`src/rtl/pwm_pkg.sv`:
```
// rtl/pwm_pkg.sv - shared widths and FSM encoding for the PWM modulator/demodulator pair
package pwm_pkg;

  localparam int PWM_N_BITS   = 8;
  localparam int PWM_CNT_BITS = 16;

  typedef enum logic [1:0] {
    ST_IDLE    = 2'd0,
    ST_MEASURE = 2'd1,
    ST_DIVIDE  = 2'd2
  } pwm_state_e;

endpackage

```
`src/rtl/duty_divider.sv`:
```
// rtl/duty_divider.sv - restoring divider producing floor(dividend*2^N_bits/divisor)
// One quotient bit per cycle; done is raised for one cycle after the last iteration.
module duty_divider
  import pwm_pkg::*;
#(
  parameter int N_bits   = PWM_N_BITS,
  parameter int CNT_BITS = PWM_CNT_BITS
) (
  input  logic                clk,
  input  logic                rst,
  input  logic                start,
  input  logic [CNT_BITS-1:0] dividend,
  input  logic [CNT_BITS-1:0] divisor,
  output logic                busy,
  output logic                done,
  output logic [N_bits-1:0]   quotient
);

  localparam int CW = $clog2(N_bits + 1);
  localparam int RW = CNT_BITS + 1;

  logic                busy_q, busy_d;
  logic [CW-1:0]       cnt_q, cnt_d;
  logic [RW-1:0]       rem_q, rem_d;
  logic [CNT_BITS-1:0] dsr_q, dsr_d;
  logic [N_bits-1:0]   quo_q, quo_d;
  logic [RW:0]         rem_sh;
  logic                take;

  assign done     = busy_q && (cnt_q == CW'(N_bits));
  assign busy     = busy_q;
  assign quotient = quo_q;

  always_comb begin
    rem_sh = {rem_q, 1'b0};
    take   = rem_sh >= {2'b00, dsr_q};
    busy_d = busy_q;
    cnt_d  = cnt_q;
    rem_d  = rem_q;
    dsr_d  = dsr_q;
    quo_d  = quo_q;
    if (start) begin
      busy_d = 1'b1;
      cnt_d  = '0;
      rem_d  = {1'b0, dividend};
      dsr_d  = divisor;
      quo_d  = '0;
    end else if (done) begin
      busy_d = 1'b0;
    end else if (busy_q) begin
      rem_d = take ? RW'(rem_sh - {2'b00, dsr_q}) : RW'(rem_sh);
      quo_d = {quo_q[N_bits-2:0], take};
      cnt_d = cnt_q + CW'(1);
    end
  end

  always_ff @(posedge clk) begin
    if (rst) begin
      busy_q <= 1'b0;
      cnt_q  <= '0;
      rem_q  <= '0;
      dsr_q  <= '0;
      quo_q  <= '0;
    end else begin
      busy_q <= busy_d;
      cnt_q  <= cnt_d;
      rem_q  <= rem_d;
      dsr_q  <= dsr_d;
      quo_q  <= quo_d;
    end
  end

endmodule

```
`src/rtl/pwm_demodulator.sv`:
```
// rtl/pwm_demodulator.sv - recovers period, high time and duty code from an external PWM pin
// Measures between synchronised rising edges, then normalises high/period with duty_divider.
module pwm_demodulator
  import pwm_pkg::*;
#(
  parameter int N_bits      = PWM_N_BITS,
  parameter int CNT_BITS    = PWM_CNT_BITS,
  parameter int SYNC_STAGES = 2
) (
  input  logic                clk,
  input  logic                rst,
  input  logic                pwm_in,
  output logic [N_bits-1:0]   duty,
  output logic [CNT_BITS-1:0] period,
  output logic [CNT_BITS-1:0] high_time,
  output logic                valid,
  output logic                timeout
);

  localparam logic [CNT_BITS-1:0] CNT_MAX = {CNT_BITS{1'b1}};

  logic [SYNC_STAGES-1:0] sync_q, sync_d;
  logic                   s_dly_q, s_dly_d;
  logic                   s, rise;
  logic [CNT_BITS-1:0]    per_cnt_q, per_cnt_d, hi_cnt_q, hi_cnt_d;
  logic [CNT_BITS-1:0]    period_q, period_d, high_time_q, high_time_d;
  logic [N_bits-1:0]      duty_q, duty_d;
  logic                   valid_q, valid_d, timeout_q, timeout_d, stale_q, stale_d;
  pwm_state_e             state_q, state_d;
  logic                   div_start, div_busy, div_done;
  logic [N_bits-1:0]      div_quotient;

  assign s         = sync_q[SYNC_STAGES-1];
  assign rise      = s & ~s_dly_q;
  assign duty      = duty_q;
  assign period    = period_q;
  assign high_time = high_time_q;
  assign valid     = valid_q;
  assign timeout   = timeout_q;

  always_comb begin
    sync_d    = {sync_q[SYNC_STAGES-2:0], pwm_in};
    s_dly_d   = s;
    per_cnt_d = per_cnt_q;
    hi_cnt_d  = hi_cnt_q;
    if (rise) begin
      per_cnt_d = CNT_BITS'(1);
      hi_cnt_d  = CNT_BITS'(1);
    end else begin
      if (per_cnt_q != CNT_MAX) per_cnt_d = per_cnt_q + CNT_BITS'(1);
      if (s && hi_cnt_q != CNT_MAX) hi_cnt_d = hi_cnt_q + CNT_BITS'(1);
    end
  end

  always_comb begin
    state_d = state_q;
    case (state_q)
      ST_IDLE:    if (rise) state_d = ST_MEASURE;
      ST_MEASURE: begin
        if (rise) state_d = ST_DIVIDE;
        else if (per_cnt_q == CNT_MAX) state_d = ST_IDLE;
      end
      ST_DIVIDE:  if (div_done || !div_busy) state_d = ST_MEASURE;
      default:    state_d = ST_IDLE;
    endcase
  end

  // A rise while dividing means the period was too short to trust; its result is discarded.
  always_comb begin
    period_d    = period_q;
    high_time_d = high_time_q;
    duty_d      = duty_q;
    valid_d     = 1'b0;
    timeout_d   = rise ? 1'b0 : timeout_q;
    stale_d     = stale_q;
    div_start   = 1'b0;
    case (state_q)
      ST_MEASURE: begin
        if (rise) begin
          period_d    = per_cnt_q;
          high_time_d = hi_cnt_q;
          div_start   = 1'b1;
          stale_d     = 1'b0;
        end else if (per_cnt_q == CNT_MAX) begin
          timeout_d = 1'b1;
          duty_d    = {N_bits{s}};
          valid_d   = 1'b1;
        end
      end
      ST_DIVIDE: begin
        if (rise) stale_d = 1'b1;
        if (div_done && !(stale_q || rise)) begin
          duty_d  = div_quotient;
          valid_d = 1'b1;
        end
      end
      default: ;
    endcase
  end

  always_ff @(posedge clk) begin
    if (rst) begin
      sync_q      <= '0;
      s_dly_q     <= 1'b0;
      per_cnt_q   <= '0;
      hi_cnt_q    <= '0;
      period_q    <= '0;
      high_time_q <= '0;
      duty_q      <= '0;
      valid_q     <= 1'b0;
      timeout_q   <= 1'b0;
      stale_q     <= 1'b0;
      state_q     <= ST_IDLE;
    end else begin
      sync_q      <= sync_d;
      s_dly_q     <= s_dly_d;
      per_cnt_q   <= per_cnt_d;
      hi_cnt_q    <= hi_cnt_d;
      period_q    <= period_d;
      high_time_q <= high_time_d;
      duty_q      <= duty_d;
      valid_q     <= valid_d;
      timeout_q   <= timeout_d;
      stale_q     <= stale_d;
      state_q     <= state_d;
    end
  end

  duty_divider #(
    .N_bits  (N_bits),
    .CNT_BITS(CNT_BITS)
  ) u_divider (
    .clk     (clk),
    .rst     (rst),
    .start   (div_start),
    .dividend(hi_cnt_q),
    .divisor (per_cnt_q),
    .busy    (div_busy),
    .done    (div_done),
    .quotient(div_quotient)
  );

endmodule

```
`config.mk`:
```
export PLATFORM = sky130hd
export DESIGN_NAME = pwm_demodulator
export DESIGN_NICKNAME = d
export VERILOG_FILES = /design/src/rtl/pwm_pkg.sv /design/src/rtl/duty_divider.sv /design/src/rtl/pwm_demodulator.sv
export SDC_FILE = /design/constraint.sdc
export NUM_CORES = 1
export LEC_CHECK = 0
export CAP_MARGIN = 25
export CORE_UTILIZATION = 23
export DETAILED_ROUTE_END_ITERATION = 7
export PLACE_DENSITY = 0.44
export RECOVER_POWER = 25
export SLEW_MARGIN = 20
export SYNTH_ARGS = -nofsm -noshare
export SYNTH_HDL_FRONTEND = slang
export SYNTH_SLANG_ARGS = --single-unit
```
`constraint.sdc`:
```
create_clock -name clk -period 4.2 [get_ports clk]
set_input_delay 1.26 -clock clk [delete_from_list [all_inputs] [get_ports clk]]
set_output_delay 1.26 -clock clk [all_outputs]
set_load 0.01 [all_outputs]
```
Yosys cells after proc, flatten, opt, wreduce, memory -nomap -nowiden
Index checks and enable logic that the tools add are counted.
{"block": "totals", "register_bits": 126, "latch_bits": 0, "mem_bits_rw": 0, "romBits": 0, "inputBits": 3, "n_memories": 0}
{"block": "op_classes", "n_addsub": 4, "n_mul": 0, "div": 0, "n_lt_le_gt_ge": 1, "eq_ne": 15, "n_shift": 0, "n_mux": 32, "bitwise_logic": 3, "reduce_logical": 21}
{"operator": "$mux 16", "n": 3}
{"operator": "$add 16x1->16 const B", "n": 2}
{"operator": "$ne 16x16->1 const B", "n": 2}
{"operator": "$mux 8", "n": 3}
{"operator": "$ge 18x16->1", "n": 1}
{"operator": "$mux 1", "n": 17}
{"operator": "$mux 17", "n": 1}
{"operator": "$sub 17x16->17", "n": 1}
{"operator": "$eq 16x16->1 const B", "n": 1}
{"operator": "$ne 2x2->1 const B", "n": 8}
{"operator": "$pmux 8 s2", "n": 1}
{"operator": "$reduce_bool 2->1", "n": 5}
{"operator": "$mux 2", "n": 4}
{"operator": "$pmux 2 s3", "n": 1}
{"operator": "$reduce_and 2->1", "n": 3}
{"operator": "$reduce_and 3->1", "n": 2}
{"operator": "$add 4x1->4 const B", "n": 1}
{"operator": "$eq 4x4->1 const B", "n": 1}
{"operator": "$pmux 1 s2", "n": 2}
{"operator": "$reduce_and 4->1", "n": 1}
{"operator": "$reduce_or 2->1", "n": 2}
{"operator": "$logic_and 1x1->1", "n": 3}
{"operator": "$ne 3x3->1 const B", "n": 1}
{"operator": "$eq 2x1->1 const B", "n": 1}
{"operator": "6 further kinds", "n": 9}

Depth between registers and ports, before layout
{"block": "logic_depth", "word_depth": 7, "mapped_depth": 11, "depth_no_buf": 9}

Cells and area by module
A second synthesis with hierarchy kept.
{"block": "unflattened", "hier_cells": 771, "hier_area_um2": 6394.9}
{"mod": "pwm_demodulator", "instances": 1, "cells_per_inst": 407, "area_per_inst_um2": 3489.6}
{"mod": "duty_divider", "instances": 1, "cells_per_inst": 364, "area_per_inst_um2": 2905.3}

Least setup slack after synthesis
No wires, ideal clock.
{"block": "synth_path", "path_type": "register to register", "start": "register period[0] (netlist name)", "end": "register u_divider.rem_q[2]", "setup_ps": 135, "arrival_ps": 2293, "setup_slack_ps": 1773, "path_stages_with_launch": 10, "period_less_slack_ps": 2427, "path_cell_list": "dfxtp_1 fa_1 nand2b_1 a21oi_2 o21ai_2 a2111oi_4 or2_1 buf_6 buf_8 o221ai_2"}
{"item": "to (signal assigned)", "line_no": "duty_divider.sv:67", "source": "rem_q <= rem_d;"}
{"item": "to (decl)", "line_no": "duty_divider.sv:24", "source": "logic [RW-1:0] rem_q, rem_d;"}

==> flow_summary.toml <==
[worst_setup_path]
crit_path_start_kind = "register"
worst_path_max_delay_cell = "or2_1"
rr_startpoint = "period[0]$_SDFFE_PP0P_"
cp_top_family = "compound AO/OA/AOI/OAI gates"
end_kind = "register"
rr_worst_depth = 8
worstPathMaxFanout = 19
cp_slowest_stage_delay_ns = 0.58
worst-r2r-setup-slack_ns = 1.22
critPathArrivalTime_ns = 3.16
crit_type = "register to register"
rr_endpoint = "u_divider.rem_q[5]$_SDFFE_PP0P_"
cp_cell_sequence = "fa_1 > nand2b_1 > a21oi_2 > o21ai_2 > a2111oi_4 > buf_4 > or2_1 > o221ai_2"
critical_path_required_ns = 4.38
path_buf_inv = 1

[synthesis]
yosys.area.top_type = "dfxtp_1"
yosysWarnings = 0
seq_area_frac_synth_pct = 38.6
netlist-cell-type-count = 61
synth_area_leaders = "dfxtp_1 39%, nand2_1 9.3%, a21oi_1 7.1%"
synthTopCellsByCount = "141 x nand2_1, 110 x dfxtp_1, 81 x a21oi_1"
synth.avg_cell_area_sq_um = 8.07
synthArstFlopShare_pct = 0
synth-edff-count = 0
syn_inst = 707
yosysMostFrequentCell = "nand2_1"
synth_top_area_share_pct = 38.6
post_synth_instance_area_sq_um = 5700
ys_seq_elements = 110
syn-num-nets = 735
synthFlopType = "dfxtp_1"

[floorplan]
dieWidth_um = 159
die_y_um = 159
die_area_sq_um = 25400
start_util_pct = 23.5
coreArea_sq_um = 24300
num_rows = 57
ios = 45

[pwr]
pwr-share-clk_pct = 42.6
intPower_mw = 1.58
pwr-share-comb_pct = 7.3
ir_drop_v = 0.000152
power_mw = 2.14
swShare_pct = 26.0
power_switching_mw = 0.556
p_leak_nw = 2.31
seqPwrFrac_pct = 50.0
power.density_nw_per_um2 = 318

[cts]
clock_latency_ns = 0.36
cts_buffer_depth = 2
cts_resized = 0
cts.reportedPaths.clkPinSlew_ns = 0.08
cts_tree = "done"
cts_buffers = 9
cts_hold_buf = 0
cts_setup_buffers = 0
clockRootBuffer = "clkbuf_16"
cts_sinks = 110
h-tree-depth = 3

[routing]
viasPerCell = 4.60
wl_per_cell_um = 15.7
remaining_drc_errors = 0
drt_iter0_drc = 256
drtAntennaViolNets = 0
vias = 4890
dr.pass1.iters = 5
wl_um = 16700

[global_route]
grtUsageMet2_pct = 21.3
use_met1_pct = 18.8
grt-ovfl-total = 0
grt_pass1_wl_um = 26800
met3_usage_pct = 1.88
grt_busiest_layer = "met2"
grt_start_max_net_pins = 67
antenna_found_initial = 0
grt_use_total_pct = 13.4
grt_pass1_vias = 4731

[place]
dp_cells = 1047
place_area_sq_um = 6430
pre_cts_slack_ns = 1.26
routabilityCongestion = 0.774
post-dp-hpwl_um = 12000
portBuffers = 44

[sta]
whs_ns = 0.450
slew_headroom_pct = -6.87
fin_ws_ns = 1.22
finalSetupViolations = 0
fmax_mhz = 336
fin_tns_setup_ns = 0
finClkSkew_ns = 0.0101
max_slew.worst_pin.slew_ns = 1.60
hold_viol_final = 0
fin_crit_sh_pct = 70.8
period_needed_ns = 2.98
final-max-slew-violation-count = 67
rsz0062_at_grt = "no"

[final_layout]
multi_input_area_sq_um = 3200
final_cells = 1063
design_area_sq_um = 6720
area_growth_pct = 17.8
fill_cells = 2632
seqCellArea_sq_um = 2200
final_core_util_pct = 27.6
finish.net_count = 762
drive_gt1_share_pct = 4.87
insertedDiodeCount = 0

[status]
status = "finished with violations"
violations = "max-capacitance violations, max-slew violations"

[hold_path]
hp-class = "register to register"
hold_start = "sync_q[0]$_SDFF_PP0_"
hold-path-cell-count = 1
holdPathEnd = "sync_q[1]$_SDFF_PP0_"

[flow_run]
drv_cap = 1
cells in the final DEF (no fill, tap or decap), types with 3 or more instances in the layout:
| cell type | synthesis | routed |
|---|---|---|
| clkdlybuf4s50_1 | 0 | 43 |
| buf_4 | 2 | 8 |
| nand4_1 | 16 | 16 |
| nand2_1 | 141 | 141 |
| mux2i_1 | 6 | 6 |
| and2_1 | 8 | 8 |
| o221ai_2 | 4 | 4 |
| a21oi_1 | 81 | 81 |
| xor2_1 | 22 | 22 |
| and4_1 | 3 | 3 |
| and3_1 | 11 | 11 |
| a21boi_0 | 7 | 7 |
| clkbuf_1 | 26 | 3 |
| nor2b_1 | 5 | 5 |
| nand3b_1 | 4 | 4 |
| a2111oi_0 | 3 | 3 |
| o221ai_1 | 6 | 6 |
| nor3_1 | 11 | 12 |
| nand3_1 | 15 | 15 |
| a21o_1 | 20 | 20 |
| a31oi_1 | 7 | 7 |
| nand2b_1 | 11 | 11 |
| o211ai_1 | 8 | 8 |
| a311o_1 | 3 | 3 |
| xnor2_1 | 12 | 12 |
| dfxtp_1 | 110 | 110 |
| clkbuf_16 | 0 | 9 |
| inv_1 | 27 | 27 |
| nor2_1 | 50 | 50 |
| o21ai_0 | 8 | 8 |
| o2111ai_1 | 3 | 3 |
| ha_1 | 24 | 24 |
| a211oi_1 | 5 | 5 |
| nor3b_1 | 3 | 3 |
| o21bai_1 | 3 | 3 |
layer usage:
metal / up-vias / part of all wire, %
li1: 2515 / -
met1: 2312 / 51
met2: 46 / 46
met3: 17 / 1.8
met4: 0 / 1.3
met5: - / 0
power by group through the flow:
stage	clock, mW	combinational [mW]	sequential (mW)
floorplan	0	0.116	1.09
global placement	0	0.159	1.09
detailed placement	0	0.159	1.09
CTS	0.940	0.160	1.07
global route	0.980	0.175	1.07
finish	0.910	0.157	1.07
kinds of logic (layout without fill, tap and decap cells):
logic type               after synthesis  after routing  share of synthesized area, %
AND/OR/NAND/NOR                      288            288                          23.3
adder cells (fa/ha/maj)               25             25                          5.62
AO/OA/AOI/OAI                        178            178                          21.0
multiplexers                           6              6                          1.05
XOR/XNOR                              34             34                          5.22
buffers and inverters                 66             98                          5.24
flip-flops                           110            110                          38.6
layout make-up:
type	count	area share, %
Clock buffer	9	3.35
Clock inverter	7	1.23
Inverter	27	1.51
Multi-Input combinational cell	531	47.6
Sequential cell	110	32.8
Tap cell	324	6.03
Timing Repair Buffer	55	7.54
worst register-to-register path, stage by stage, from the launching register on:
cell and delay, ns:
dfxtp_1 0.37, fa_1 0.46, nand2b_1 0.20, a21oi_2 0.23, o21ai_2 0.16, a2111oi_4 0.29
buf_4 0.30, or2_1 0.59, o221ai_2 0.19
worst max-delay path by stage:
stage                           startpoint                          endpoint  slack, ns  cells after the start
floorplan           period[0]$_SDFFE_PP0P_   u_divider.rem_q[2]$_SDFFE_PP0P_       1.77                      9
global placement    period[0]$_SDFFE_PP0P_   u_divider.rem_q[6]$_SDFFE_PP0P_       1.30                      8
detailed placement  period[0]$_SDFFE_PP0P_  u_divider.rem_q[14]$_SDFFE_PP0P_       1.26                      8
CTS                 period[0]$_SDFFE_PP0P_  u_divider.rem_q[14]$_SDFFE_PP0P_       1.23                      8
global route        period[0]$_SDFFE_PP0P_   u_divider.rem_q[5]$_SDFFE_PP0P_       0.99                      8
finish              period[0]$_SDFFE_PP0P_   u_divider.rem_q[5]$_SDFFE_PP0P_       1.22                      8
sequential cells by signal, summed over array words and instances (netlist names), 2 cells and up:
register	count
u_divider.rem_q	17
hi_cnt_q	16
high_time	16
per_cnt_q	16
period	16
duty	8
u_divider.quotient	8
u_divider.cnt_q	4
state_q	2
sync_q	2
(Power assumes the default switching activity.)
